File: src/rtl/and_join_pkg.sv
// Shared types and default sizing for the two-operand AND join controller.
package and_join_pkg;

    typedef enum logic [1:0] {
        IDLE   = 2'd0,
        HAVE_A = 2'd1,
        HAVE_B = 2'd2,
        BOTH   = 2'd3
    } join_state_t;

    localparam int DEF_WIDTH   = 2;
    localparam int DEF_CNT_W   = 8;
    localparam int DEF_TIMEOUT = 16;

    // The hold flags are exactly the two state bits.
    function automatic logic state_has_a(input join_state_t s);
        return (s == HAVE_A) || (s == BOTH);
    endfunction

    function automatic logic state_has_b(input join_state_t s);
        return (s == HAVE_B) || (s == BOTH);
    endfunction

    function automatic join_state_t state_from_holds(input logic ha, input logic hb);
        join_state_t s;
        case ({ha, hb})
            2'b10:   s = HAVE_A;
            2'b01:   s = HAVE_B;
            2'b11:   s = BOTH;
            default: s = IDLE;
        endcase
        return s;
    endfunction

endpackage

File: src/rtl/and_join_wait_timer.sv
// Partner-starvation timer: saturating wait counter plus sticky stall_err.
// Latency: stall_err rises on the edge the count reaches TIMEOUT.
// Backpressure: none; purely observational, never stalls the join.
module and_join_wait_timer #(
    parameter int TIMEOUT = 16
) (
    input  logic clk,
    input  logic rst_n,
    input  logic en,
    input  logic clr,
    input  logic err_clr,
    output logic stall_err
);

    localparam int TW = (TIMEOUT < 1) ? 1 : $clog2(TIMEOUT + 1);
    localparam logic [TW-1:0] TMAX = TW'(TIMEOUT);
    localparam logic [TW-1:0] TPRE = TW'(TIMEOUT - 1);

    logic [TW-1:0] cnt;
    logic          reach_evt;

    // One-cycle pulse on the edge where the count steps onto TIMEOUT.
    assign reach_evt = en && !clr && (cnt == TPRE);

    always_ff @(posedge clk or negedge rst_n) begin
        if (!rst_n) begin
            cnt <= '0;
        end else if (clr) begin
            cnt <= '0;
        end else if (en && (cnt != TMAX)) begin
            cnt <= cnt + 1'b1;
        end
    end

    // A new timeout outranks a simultaneous clear request.
    always_ff @(posedge clk or negedge rst_n) begin
        if (!rst_n) begin
            stall_err <= 1'b0;
        end else if (reach_evt) begin
            stall_err <= 1'b1;
        end else if (err_clr) begin
            stall_err <= 1'b0;
        end
    end

endmodule

File: src/rtl/and_join_ctrl.sv
// Joins one operand from each of two requesters and emits opA & opB into a registered slot.
// Latency: both handshakes in cycle t give out_valid in cycle t+2; one result per cycle sustained.
// Backpressure: out_ready low holds the slot; a full BOTH pair then drops a_ready/b_ready.
module and_join_ctrl
    import and_join_pkg::*;
#(
    parameter int WIDTH   = DEF_WIDTH,
    parameter int CNT_W   = DEF_CNT_W,
    parameter int TIMEOUT = DEF_TIMEOUT
) (
    input  logic             clk,
    input  logic             rst_n,
    input  logic             a_valid,
    output logic             a_ready,
    input  logic [WIDTH-1:0] a_data,
    input  logic             b_valid,
    output logic             b_ready,
    input  logic [WIDTH-1:0] b_data,
    output logic             out_valid,
    input  logic             out_ready,
    output logic [WIDTH-1:0] out_data,
    output logic             busy,
    output logic [CNT_W-1:0] op_count,
    output logic             stall_err,
    input  logic             err_clr
);

    join_state_t      state_q, state_d;
    logic             hold_a, hold_b;
    logic             fire;
    logic             a_hs, b_hs;
    logic             out_hs;
    logic             wait_en;
    logic [WIDTH-1:0] opa, opb;

    always_ff @(posedge clk or negedge rst_n) begin
        if (!rst_n) begin
            state_q <= IDLE;
        end else begin
            state_q <= state_d;
        end
    end

    // Readies depend only on held state and out_ready, never on the valids.
    always_comb begin
        hold_a  = state_has_a(state_q);
        hold_b  = state_has_b(state_q);
        fire    = (state_q == BOTH) && (!out_valid || out_ready);
        a_ready = !hold_a || fire;
        b_ready = !hold_b || fire;
        a_hs    = a_valid && a_ready;
        b_hs    = b_valid && b_ready;
        state_d = state_from_holds((hold_a && !fire) || a_hs,
                                   (hold_b && !fire) || b_hs);
        wait_en = (state_q == HAVE_A) || (state_q == HAVE_B);
    end

    always_ff @(posedge clk or negedge rst_n) begin
        if (!rst_n) begin
            opa <= '0;
            opb <= '0;
        end else begin
            if (a_hs) opa <= a_data;
            if (b_hs) opb <= b_data;
        end
    end

    assign out_hs = out_valid && out_ready;

    // A fire on the same edge as a drain refills the slot, giving back-to-back results.
    always_ff @(posedge clk or negedge rst_n) begin
        if (!rst_n) begin
            out_valid <= 1'b0;
            out_data  <= '0;
        end else if (fire) begin
            out_valid <= 1'b1;
            out_data  <= opa & opb;
        end else if (out_ready) begin
            out_valid <= 1'b0;
        end
    end

    always_ff @(posedge clk or negedge rst_n) begin
        if (!rst_n) begin
            op_count <= '0;
        end else if (out_hs) begin
            op_count <= op_count + 1'b1;
        end
    end

    assign busy = hold_a || hold_b || out_valid;

    and_join_wait_timer #(
        .TIMEOUT (TIMEOUT)
    ) u_wait_timer (
        .clk       (clk),
        .rst_n     (rst_n),
        .en        (wait_en),
        .clr       (!wait_en),
        .err_clr   (err_clr),
        .stall_err (stall_err)
    );

endmodule

File: config.mk
export PLATFORM = sky130hd
export DESIGN_NAME = and_join_ctrl
export DESIGN_NICKNAME = d
export VERILOG_FILES = /design/src/rtl/and_join_pkg.sv /design/src/rtl/and_join_wait_timer.sv /design/src/rtl/and_join_ctrl.sv
export SDC_FILE = /design/constraint.sdc
export NUM_CORES = 1
export LEC_CHECK = 0
export CORE_UTILIZATION = 35
export DETAILED_ROUTE_END_ITERATION = 10
export DONT_BUFFER_PORTS = 1
export GPL_TIMING_DRIVEN = 0
export PLACE_DENSITY = 0.45
export SETUP_SLACK_MARGIN = 0.15
export SLEW_MARGIN = 5
export SYNTH_ARGS = -nofsm -noshare
export SYNTH_HDL_FRONTEND = slang
export SYNTH_SLANG_ARGS = --single-unit
File: constraint.sdc
create_clock -name clk -period 2.35 [get_ports clk]
set_clock_uncertainty 0.2 [all_clocks]
set_input_delay 0.235 -clock clk [delete_from_list [all_inputs] [get_ports clk]]
set_output_delay 0.235 -clock clk [all_outputs]
set_load 0.02 [all_outputs]
==> results.sh <==
export IMPL_status="completed"
export IMPL_crit_type="flip-flop to primary output"
export IMPL_top_layer="met4"
export IMPL_viasPerCell=4.783
export IMPL_gr_total_overflow=0
export IMPL_layout_drive_gt1_share_pct=10.91
export IMPL_cp_slowest_cell="dfrtp_1"
export IMPL_die_area_um2=3374
export IMPL_synth_seq_cells=23
export IMPL_start_util_pct=38.28
export IMPL_core_um2=2877
export IMPL_tightest_slew_ns=0.3858
export IMPL_gp_congestion=0.7156
export IMPL_netlist_area_leader_share_pct=52.27
export IMPL_switching_share_pct=38.55
export IMPL_die_h_um=58.09
export IMPL_drt_met1_wl_um=844
export IMPL_initialDrtViolationCount=23
export IMPL_power_density_nw_per_um2=888.7
export IMPL_port_buffers=0
export IMPL_netlist_area_um2=1101
export IMPL_wl_met2_um=962
export IMPL_io_pins=25
export IMPL_drt_wl_total_um=1926
export IMPL_area_growth_pct=17.16
export IMPL_yosys_warnings=0
export IMPL_cp_required_ns=1.91
export IMPL_dr_pass1_iters=2
export IMPL_grt_pass1_vias=784
export IMPL_end_kind="primary output"
export IMPL_clock_sinks=23
export IMPL_maxSlewHeadroom_pct=74.28
export IMPL_grt_pass1_wl_um=3346
export IMPL_cts_made_buffers=3
export IMPL_nFillCells=283
export IMPL_cts_root_buf="clkbuf_4"
export IMPL_setup_viol=0
export IMPL_avgSynthCellArea_um2=11.47
export IMPL_startpoint_type="flip-flop"
export IMPL_grt_max_degree=24
export IMPL_max_stage_delay_ns=0.42
export IMPL_hold_violations=0
export IMPL_cp_max_fo=7
export IMPL_synth_cells=96
export IMPL_clock_fmax_mhz=522.7
export IMPL_min_path_type="primary input to flip-flop"
export IMPL_post_drt_wl_per_cell_um=12.67
export IMPL_power_frac_seq_pct=60.8
export IMPL_nets=129
export IMPL_hpwl_um=1361
export IMPL_grt_usage_pct=13.01
export IMPL_design_area_um2=1290
export IMPL_antenna_found_initial=0
export IMPL_crit_path_cell_trace="ha_1 -> nand3b_1 -> and2_1"
export IMPL_period_share_pct=81.40
export IMPL_min_period_ns=1.913
export IMPL_pwr_share_comb_pct=23.2
export IMPL_synth_distinct_cells=20
export IMPL_drtAntennaViolNets=0
export IMPL_wl_met3_um=103
export IMPL_cts_setup_buffers=0
export IMPL_synth_top_cell_by_area="dfrtp_1"
export IMPL_setup_tns_ns=0
export IMPL_p_clk_share_pct=16.0
export IMPL_arrival_ns=1.48
export IMPL_p_int_mw=0.7044
export IMPL_ys_seq_area_share_pct=52.27
export IMPL_max_cap_viol_count=0
export IMPL_chipWidth_um=58.09
export IMPL_clkTransAtPathRegs_ns=0.13
export IMPL_peakVddDrop_mv=0.4335
export IMPL_dpl_instance_area_um2=1154
export IMPL_rsz0062_at_grt="false"
export IMPL_via_count=727
export IMPL_clk_insertion_delay_late_ns=0.31
export IMPL_synthTopCellsByArea="dfrtp_1 (52%), ha_1 (9.1%), mux2_2 (5.1%)"
export IMPL_row_count=19
export IMPL_slew_viol_final=0
export IMPL_cts_buffer_depth=2
export IMPL_h_tree_depth=1
export IMPL_route_detailed_drc=0
export IMPL_synthesis_nets=114
export IMPL_p_leak_nw=0.6125
export IMPL_cts_tree="done"
export IMPL_n_antenna_cell=0
export IMPL_p_sw_mw=0.4420
==> final cells by class <==
class                           instances  area (um2)  share of cell area, %
Timing Repair Buffer                   10       110.1                  8.535
Tap cell                               42       52.55                  4.074
Multi-Input combinational cell         67       503.0                  38.99
Sequential cell                        23       575.6                  44.62
Clock buffer                            4       26.28                  2.037
Inverter                                6       22.52                  1.746
==> critical path: cells and delay by family (launching register included) <==
kind,cells,cell delay (ns)
adders and majority gates,1,0.28
DFF,1,0.42
and+or+nand+nor,2,0.47
==> Yosys cell counts <==
cell type,n
dfrtp_1,23
nand2_1,9
ha_1,8
nand2b_1,7
and3_1,6
inv_1,6
nand3_1,6
mux2_2,5
xor2_1,5
xnor2_1,4
and2_1,3
nand4_1,3
a21bo_2,2
a21boi_0,2
nor3_1,2
and4bb_2,1
nand3b_1,1
nand4bb_1,1
nor2_1,1
o21ai_0,1
==> per-stage QoR <==
| stage | cells | setup slack, ns | util [%] | hold slack, ns | power (mW) |
|---|---|---|---|---|---|
| final | 152 | 0.4370 | 44.85 | 0.06624 | 1.146 |
| after global routing | 152 | 0.3209 | 44.85 | 0.06582 | 1.239 |
| after CTS | 152 | 0.4094 | 44.85 | 0.05486 | 1.168 |
| after detailed placement | 138 | 0.7058 | 40.10 | -0.2599 | 0.9547 |
| after global placement | 138 | 0.6913 | 40.10 | -0.2600 | 0.9467 |
| after floorplan | 96 | 0.8166 | - | -0.2606 | 0.8834 |
==> per-layer routing <==
layer	global-route usage (%)	vias up
li1	-	354
met1	14.69	353
met2	22.66	18
met3	5.580	2
met4	3.061	0
met5	0	-
==> cell families (layout without fill, tap and decap cells) <==
| group | after synthesis | in the layout | share of synthesized area (%) |
|---|---|---|---|
| AO/OA/AOI/OAI | 5 | 5 | 3.636 |
| XOR/XNOR | 9 | 9 | 7.159 |
| adder cells (fa/ha/maj) | 8 | 8 | 9.091 |
| buffers and inverters | 6 | 20 | 2.045 |
| flip-flops | 23 | 23 | 52.27 |
| multiplexers | 5 | 5 | 5.113 |
| AND/OR/NAND/NOR | 40 | 40 | 20.68 |
==> power by group through the flow <==
| stage | registers, mW | logic (mW) | clock network, mW |
|---|---|---|---|
| 2_1_floorplan | 0.676 | 0.207 | 0 |
| 3_3_place_gp | 0.707 | 0.240 | 0 |
| 3_5_place_dp | 0.708 | 0.246 | 0 |
| 4_1_cts | 0.700 | 0.273 | 0.195 |
| 5_1_grt | 0.719 | 0.310 | 0.209 |
| 6_report | 0.697 | 0.266 | 0.184 |
==> repair_timing <==
| action | CTS | global route |
|---|---|---|
| hold buffers | 10 | 0 |
| gates resized for setup | 0 | 0 |
| endpoints found under the hold margin | 34 | 0 |
==> state kept, by name, indices dropped and copies added, names as in the netlist <==
signal	flops
op_count	8
u_wait_timer.cnt	5
opb	2
u_wait_timer.stall_err	1
out_valid	1
out_data	2
state_q	2
opa	2
==> worst paths after layout <==
kind	from	end	slack, ns	cells after the start
max in group asynchronous	rst_n	out_valid$_DFFE_PN0P_	1.67	2
setup / recovery	state_q[0]$_DFF_PN0_	b_ready	0.44	3
hold / removal	out_ready	op_count[7]$_DFFE_PN0P_	0.07	3
hold reg to reg	opb[1]$_DFFE_PN0P_	opb[1]$_DFFE_PN0P_	0.32	1
min in group asynchronous	rst_n	u_wait_timer.cnt[4]$_DFFE_PN0P_	0.13	2
setup reg to reg	state_q[0]$_DFF_PN0_	opb[0]$_DFFE_PN0P_	0.70	4
==> cell usage in the layout, fill, tap and decap left out, drive strengths merged <==
master / synthesis / final
o21ai: 1 / 1
dlygate4sd3: 0 / 9
nand3: 6 / 6
and4bb: 1 / 1
a21boi: 2 / 2
ha: 8 / 8
and2: 3 / 3
xnor2: 4 / 4
dfrtp: 23 / 23
xor2: 5 / 5
inv: 6 / 6
and3: 6 / 6
nand2b: 7 / 7
mux2: 5 / 5
a21bo: 2 / 2
nand3b: 1 / 1
nor2: 1 / 1
nor3: 2 / 2
nand2: 9 / 9
nand4bb: 1 / 1
buf: 0 / 1
nand4: 3 / 3
clkbuf: 0 / 4
No activity file was read; power rests on OpenSTA's default activity.
